`src/rtl/fp_pkg.sv`:
```
// -----------------------------------------------------------------------------
// fp_pkg
// Shared constants for the Q16.16 fixed-point to IEEE754 single-precision
// encode path: operand format, float field widths and the bit positions of
// the sign / exponent / mantissa fields inside a packed single.
// -----------------------------------------------------------------------------
package fp_pkg;

  // Fixed-point operand format (two's complement Q16.16)
  localparam int FIXED_W   = 32;
  localparam int FRAC_BITS = 16;

  // IEEE754 single-precision format
  localparam int EXP_BIAS  = 127;
  localparam int EXP_W     = 8;
  localparam int MANT_W    = 23;

  // Field slices of a packed single {sign, exp[7:0], mantissa[22:0]}
  localparam int SIGN_BIT  = 31;
  localparam int EXP_MSB   = 30;
  localparam int EXP_LSB   = 23;
  localparam int MANT_MSB  = 22;
  localparam int MANT_LSB  = 0;

  // Width of a bit index into a fixed-point operand
  localparam int LZ_W      = $clog2(FIXED_W);

endpackage

```
`src/rtl/fp_encode_core.sv`:
```
// -----------------------------------------------------------------------------
// fp_encode_core
// Purely combinational Q16.16 -> IEEE754 single-precision conversion.
// A zero operand encodes as +0.0; every other operand is normal.
//
// Configuration macro:
//   ROUND_NEAREST_EN  defined   : mantissa rounded to nearest-even (guard +
//                                 sticky from the shifted-out bits)
//                     undefined : mantissa truncated
//
// Ports:
//   i_fixed    in   FIXED_W  Q16.16 two's complement operand
//   o_ieee754  out  32       {sign, exp[7:0], mantissa[22:0]}
// -----------------------------------------------------------------------------
module fp_encode_core
  import fp_pkg::*;
(
  input  logic signed [FIXED_W-1:0] i_fixed,
  output logic        [FIXED_W-1:0] o_ieee754
);

  logic               w_sign;
  logic [FIXED_W-1:0] w_mag;
  logic [LZ_W-1:0]    w_lead;
  logic [FIXED_W-1:0] w_norm;
  logic [MANT_W-1:0]  w_mant_t;
  logic [EXP_W-1:0]   w_exp_base;
  logic [MANT_W-1:0]  w_mant;
  logic [EXP_W-1:0]   w_exp;

  assign w_sign = i_fixed[SIGN_BIT];
  // -0x80000000 wraps back to 0x80000000, which is the correct unsigned magnitude.
  assign w_mag  = w_sign ? $unsigned(-i_fixed) : $unsigned(i_fixed);

  // Position of the leading one (highest set bit wins).
  always_comb begin
    w_lead = '0;
    for (int i = 0; i < FIXED_W; i++) begin
      if (w_mag[i]) w_lead = LZ_W'(i);
    end
  end

  // Move the leading one to the MSB; the mantissa then sits directly below it
  // and everything under the mantissa is the shifted-out remainder.
  assign w_norm     = w_mag << (LZ_W'(FIXED_W - 1) - w_lead);
  assign w_mant_t   = MANT_W'(w_norm >> (FIXED_W - 1 - MANT_W));
  assign w_exp_base = EXP_W'(EXP_BIAS - FRAC_BITS) + EXP_W'(w_lead);

`ifdef ROUND_NEAREST_EN
  // Returns {carry, mantissa}; the carry means the mantissa wrapped to zero.
  function automatic logic [MANT_W:0] round_rne(input logic [MANT_W-1:0] mant,
                                                input logic              guard,
                                                input logic              sticky);
    logic inc;
    inc = guard & (sticky | mant[0]);
    return {1'b0, mant} + (MANT_W + 1)'(inc);
  endfunction

  logic [MANT_W:0] w_rnd;

  assign w_rnd  = round_rne(w_mant_t,
                            w_norm[FIXED_W - 2 - MANT_W],
                            |w_norm[FIXED_W - 3 - MANT_W:0]);
  assign w_mant = w_rnd[MANT_W-1:0];
  assign w_exp  = w_exp_base + EXP_W'(w_rnd[MANT_W]);
`else
  assign w_mant = w_mant_t;
  assign w_exp  = w_exp_base;
`endif

  always_comb begin
    o_ieee754 = '0;
    if (w_mag != '0) begin
      o_ieee754[SIGN_BIT]         = w_sign;
      o_ieee754[EXP_MSB:EXP_LSB]  = w_exp;
      o_ieee754[MANT_MSB:MANT_LSB] = w_mant;
    end
  end

endmodule

```
`src/rtl/fp_encode_arbiter.sv`:
```
// -----------------------------------------------------------------------------
// fp_encode_arbiter
// Round-robin shares one Q16.16 -> IEEE754 encoder between NUM_REQ
// requesters. Two registered stages: stage 0 captures the granted operand,
// stage 1 holds the encoded result and the winning requester's ID.
// Accept-to-out_valid latency is two cycles; one result per cycle sustained.
//
// Configuration macro (used inside fp_encode_core):
//   ROUND_NEAREST_EN  round mantissa to nearest-even instead of truncating
//
// Ports:
//   clk          in   1               rising-edge clock
//   rst          in   1               asynchronous reset, active-high
//   req_valid    in   NUM_REQ         per-requester valid
//   req_ready    out  NUM_REQ         per-requester ready (one-hot or zero)
//   req_data     in   NUM_REQ*32      Q16.16 operands, requester i at [32*i+:32]
//   out_valid    out  1               result valid
//   out_ready    in   1               consumer ready
//   out_ieee754  out  32              encoded single-precision result
//   out_id       out  ID_W            requester ID of the result
// -----------------------------------------------------------------------------
module fp_encode_arbiter
  import fp_pkg::*;
#(
  parameter int NUM_REQ = 4,
  parameter int ID_W    = $clog2(NUM_REQ)
) (
  input  logic                       clk,
  input  logic                       rst,
  input  logic [NUM_REQ-1:0]         req_valid,
  output logic [NUM_REQ-1:0]         req_ready,
  input  logic [NUM_REQ*FIXED_W-1:0] req_data,
  output logic                       out_valid,
  input  logic                       out_ready,
  output logic [FIXED_W-1:0]         out_ieee754,
  output logic [ID_W-1:0]            out_id
);

  logic [ID_W-1:0]           r_rr_ptr;
  logic                      r_vld_p0;
  logic signed [FIXED_W-1:0] r_data_p0;
  logic [ID_W-1:0]           r_id_p0;
  logic                      r_vld_p1;
  logic [FIXED_W-1:0]        r_ieee_p1;
  logic [ID_W-1:0]           r_id_p1;

  logic                      w_s1_load;
  logic                      w_s0_load;
  logic                      w_found;
  logic [ID_W-1:0]           w_win;
  logic                      w_grant;
  logic [FIXED_W-1:0]        w_req_arr [NUM_REQ];
  logic [FIXED_W-1:0]        w_ieee_enc;

  assign w_s1_load = !r_vld_p1 || out_ready;
  assign w_s0_load = !r_vld_p0 || w_s1_load;

  always_comb begin
    for (int i = 0; i < NUM_REQ; i++) begin
      w_req_arr[i] = req_data[FIXED_W*i +: FIXED_W];
    end
  end

  // Round-robin search from r_rr_ptr, wrapping at NUM_REQ.
  always_comb begin
    int              idx;
    logic [ID_W-1:0] cand;
    w_found = 1'b0;
    w_win   = r_rr_ptr;
    idx     = 0;
    cand    = '0;
    for (int k = 0; k < NUM_REQ; k++) begin
      idx = int'(r_rr_ptr) + k;
      if (idx >= NUM_REQ) idx = idx - NUM_REQ;
      cand = ID_W'(idx);
      if (!w_found && req_valid[cand]) begin
        w_found = 1'b1;
        w_win   = cand;
      end
    end
  end

  // Held low during reset so no requester sees a handshake it cannot complete.
  assign w_grant = w_found && w_s0_load && !rst;

  always_comb begin
    req_ready = '0;
    if (w_grant) req_ready[w_win] = 1'b1;
  end

  // Control and output registers
  always_ff @(posedge clk or posedge rst) begin
    if (rst) begin
      r_rr_ptr  <= '0;
      r_vld_p0  <= 1'b0;
      r_vld_p1  <= 1'b0;
      r_ieee_p1 <= '0;
      r_id_p1   <= '0;
    end else begin
      if (w_grant) begin
        r_rr_ptr <= (w_win == ID_W'(NUM_REQ - 1)) ? '0 : w_win + ID_W'(1);
      end
      if (w_s0_load) r_vld_p0 <= w_grant;
      if (w_s1_load) r_vld_p1 <= r_vld_p0;
      // Stage 1 boundary: encoded result registered with its requester ID
      if (w_s1_load && r_vld_p0) begin
        r_ieee_p1 <= w_ieee_enc;
        r_id_p1   <= r_id_p0;
      end
    end
  end

  // Stage 0 boundary: granted operand captured (qualified by r_vld_p0)
  always_ff @(posedge clk) begin
    if (w_grant) begin
      r_data_p0 <= $signed(w_req_arr[w_win]);
      r_id_p0   <= w_win;
    end
  end

  fp_encode_core u_core (
    .i_fixed   (r_data_p0),
    .o_ieee754 (w_ieee_enc)
  );

  assign out_valid   = r_vld_p1;
  assign out_ieee754 = r_ieee_p1;
  assign out_id      = r_id_p1;

endmodule
```
`config.mk`:
```
export PLATFORM = sky130hd
export DESIGN_NAME = fp_encode_arbiter
export DESIGN_NICKNAME = d
export VERILOG_FILES = /design/src/rtl/fp_pkg.sv /design/src/rtl/fp_encode_core.sv /design/src/rtl/fp_encode_arbiter.sv
export SDC_FILE = /design/constraint.sdc
export NUM_CORES = 1
export LEC_CHECK = 0
export CAP_MARGIN = 30
export CORE_UTILIZATION = 57
export CTS_CLUSTER_SIZE = 20
export DETAILED_ROUTE_END_ITERATION = 7
export PLACE_DENSITY = 0.89
export SYNTH_ARGS = -nofsm -noshare
export SYNTH_HDL_FRONTEND = slang
export SYNTH_SLANG_ARGS = --single-unit
```
`constraint.sdc`:
```
create_clock -name clk -period 11.64 [get_ports clk]
set_input_delay 1.746 -clock clk [delete_from_list [all_inputs] [get_ports clk]]
set_output_delay 1.746 -clock clk [all_outputs]
set_load 0.005 [all_outputs]
```
==> flow_metrics.env <==
export IMPL_port_buffers=173
export IMPL_vias=8667
export IMPL_place_hpwl_um=18800
export IMPL_cts_hold_buf=0
export IMPL_synthArstFlopShare=0.5278
export IMPL_worst_pin_slew_ns=1.084
export IMPL_crit_path_max_fanout=68
export IMPL_cts_setup_buffers=0
export IMPL_synthXorXnorAreaFrac=0.03886
export IMPL_chipHeight_um=119.6
export IMPL_synth_cells=1022
export IMPL_coreArea_um2=13350
export IMPL_whs_path_depth=2
export IMPL_start_util=0.5910
export IMPL_place_area_um2=9587
export IMPL_clock_fmax_mhz=157.5
export IMPL_final_cell_mix="nand2_1, clkdlybuf4s50_1, nor2_1"
export IMPL_cts_root_buf="clkbuf_16"
export IMPL_nNetsFinal=1279
export IMPL_fin_area_um2=9899
export IMPL_finalCritPeriodShare=0.5455
export IMPL_crit_path_end_kind="output pin"
export IMPL_p_leak_nw=3.837
export IMPL_ir_drop_mv=0.1254
export IMPL_drive_gt1_frac=0.06999
export IMPL_mostFrequentLayoutCell="nand2_1"
export IMPL_grt_usage=0.3586
export IMPL_cts_tree="yes"
export IMPL_cts_num_sinks=72
export IMPL_antenna_found_initial=0
export IMPL_skew_ns=0.007635
export IMPL_met3WireLength_um=2026
export IMPL_worstSetupStartpointType="primary input"
export IMPL_grt_max_degree=69
export IMPL_grt_pass1_wl_um=41480
export IMPL_yosys_register_bits=72
export IMPL_internal_power_w=0.001266
export IMPL_synth_ff_type="dfrtp_1"
export IMPL_clk_pin_slew_worst_paths_ns=0.06
export IMPL_min_period_ns=6.349
export IMPL_fillers=1012
export IMPL_hold_start="r_id_p0[0]"
export IMPL_combinationalPowerShare=0.680
export IMPL_cts_buffer_depth=2
export IMPL_wl_met1_um=10170
export IMPL_sw_frac_of_total=0.4992
export IMPL_synthSimpleGateAreaFrac=0.2874
export IMPL_arrival_ns=4.60
export IMPL_power_density_nw_per_um2=255.4
export IMPL_clkPwrFrac=0.118
export IMPL_routed_via_density=6.571
export IMPL_whs_endpoint="out_id[0]"
export IMPL_slew_viol_final=0
export IMPL_rsz0062_at_grt="false"
export IMPL_synth_compound_area_frac=0.2726
export IMPL_syn_nets=1163
export IMPL_syn2layout_area_growth_pct=25.49
export IMPL_setup_viol=0
export IMPL_wirelength_um=25510
export IMPL_setup_tns_ns=0
export IMPL_critPathKind="primary input to output pin"
export IMPL_synth_mux_area_frac=0.08184
export IMPL_min_path_type="flip-flop to flip-flop"
export IMPL_final_antenna_net_count=0
export IMPL_syn_area_um2=7889
export IMPL_highest_layer="met4"
export IMPL_drt_iter0_markers=1096
export IMPL_clk_latency_ns=0.35
export IMPL_synth_seq_area_share=0.2500
export IMPL_worstRegToRegCells=15
export IMPL_rows=42
export IMPL_place_congestion=1.004
export IMPL_synth_edff_count=34
export IMPL_seq_area_um2=1972
export IMPL_numCtsBuffers=9
export IMPL_r2r_start="r_data_p0[0]"
export IMPL_worstSetupStartpoint="req_valid[0]"
export IMPL_synth_distinct_cells=92
export IMPL_r2r_slack_ns=6.06
export IMPL_required_ns=9.89
export IMPL_drt_pass1_iterations=6
export IMPL_ys_warnings_count=0
export IMPL_seqPwrFrac=0.202
export IMPL_grt_ovfl_total=0
export IMPL_num_antenna_cells=0
export IMPL_htreeDepth=3
export IMPL_postCtsResizedCells=0
export IMPL_io_pins=174
export IMPL_synth_top_family_by_area="simple AND/OR/NAND/NOR gates"
export IMPL_synthAdderAreaFrac=0.009516
export IMPL_die_w_um=119.6
export IMPL_route_detailed_wl_per_inst_um=19.34
export IMPL_die_area_um2=14310
export IMPL_switchingPower_w=0.001262
export IMPL_hold_viol=0
export IMPL_synth_area_per_cell_um2=7.719
export IMPL_grt_pass1_vias=8181
export IMPL_r2r_end="out_ieee754[18]"
export IMPL_multiInputGateArea_um2=5466
export IMPL_cap_violations=0
export IMPL_drc=0
export IMPL_slew_headroom=0.2774
export IMPL_met2_length_um=12050
export IMPL_status="complete, no violations"
synthesized netlist by cell type, drive strengths merged, types with 8 or more instances:
| cell | number | area share |
|---|---|---|
| nand4 | 14 | 0.013 |
| nand2b | 10 | 0.0079 |
| edfxtp | 34 | 0.13 |
| o21ai | 53 | 0.035 |
| dfrtp | 38 | 0.12 |
| a31oi | 42 | 0.033 |
| nand2 | 212 | 0.10 |
| a21o | 8 | 0.0076 |
| and2 | 10 | 0.0079 |
| buf | 33 | 0.025 |
| mux2 | 12 | 0.017 |
| o211ai | 13 | 0.012 |
| xnor2 | 19 | 0.021 |
| inv | 19 | 0.011 |
| clkbuf | 50 | 0.024 |
| and3 | 38 | 0.030 |
| o31ai | 11 | 0.011 |
| xor2 | 16 | 0.018 |
| o22ai | 8 | 0.0063 |
| nand3 | 25 | 0.016 |
| o41ai | 9 | 0.016 |
| nor3 | 22 | 0.016 |
| nor4 | 18 | 0.026 |
| mux2i | 51 | 0.065 |
| nor2 | 70 | 0.035 |
| a211oi | 15 | 0.014 |
| a21oi | 36 | 0.025 |
routing by layer:
metal / track usage / vias to the layer above
li1: - / 4060
met1: 0.4498 / 3974
met2: 0.5975 / 531
met3: 0.05133 / 102
met4: 0.1875 / 0
met5: 0 / -
power groups by stage:
stage / sequential (W) / combinational (W) / clock (W)
final: 0.000510 / 0.00172 / 0.000299
after global routing: 0.000522 / 0.00185 / 0.000308
after CTS: 0.000506 / 0.00167 / 0.000297
after detailed placement: 0.000509 / 0.00165 / 0
after global placement: 0.000500 / 0.00163 / 0
after floorplan: 0.000447 / 0.00126 / 0
cell families (layout without fill, tap and decap cells):
kind of cell,Yosys count,after routing
xor+xnor,35,35
simple gates,453,453
flops,72,72
mux,63,63
fa+ha+maj,6,6
compound gates,291,291
buf+inv,102,223
through the flow:
stage,hold WS [ns],worst slack [ns],power (W),util,std cells
final,0.4733,5.291,0.002528,0.7417,1319
after global routing,0.4964,5.040,0.002684,0.7417,1319
after CTS,0.4697,5.297,0.002471,0.7417,1319
after detailed placement,0.4574,5.305,0.002163,0.7182,1303
after global placement,0.4371,5.358,0.002130,0.7182,1303
after floorplan,0.4146,4.849,0.001705,-,1022
state kept, by name, indices dropped and copies added (netlist names):
| signal | flops |
|---|---|
| out_id | 2 |
| r_data_p0 | 32 |
| out_ieee754 | 32 |
| r_vld_p0 | 1 |
| r_id_p0 | 2 |
| out_valid | 1 |
| r_rr_ptr | 2 |
worst max path at each step:
stage,to,cells after the start,slack (ns)
after floorplan,req_ready[0],3,4.85
after global placement,req_ready[0],11,5.36
after detailed placement,req_ready[1],11,5.30
after CTS,req_ready[1],11,5.30
after global routing,req_ready[0],11,5.04
final,req_ready[1],11,5.29
worst max-delay path: stages:
cell	delay [ns]
clkdlybuf4s50_1	0.53
inv_1	0.10
a31oi_1	0.18
a21oi_1	0.06
o22a_2	0.22
buf_4	0.31
clkinv_1	0.09
buf_4	0.50
ha_1	0.23
and2_1	0.13
clkdlybuf4s50_1	0.49
layout make-up:
type | count | area share
clock buffers | 11 | 0.02566
clock inverters | 5 | 0.005940
inverters | 19 | 0.008468
multi-input cells | 848 | 0.5522
flip-flops and latches | 72 | 0.1992
well taps | 176 | 0.02224
repair buffers | 188 | 0.1863
Note: power is estimated with default switching activity, not from simulation.
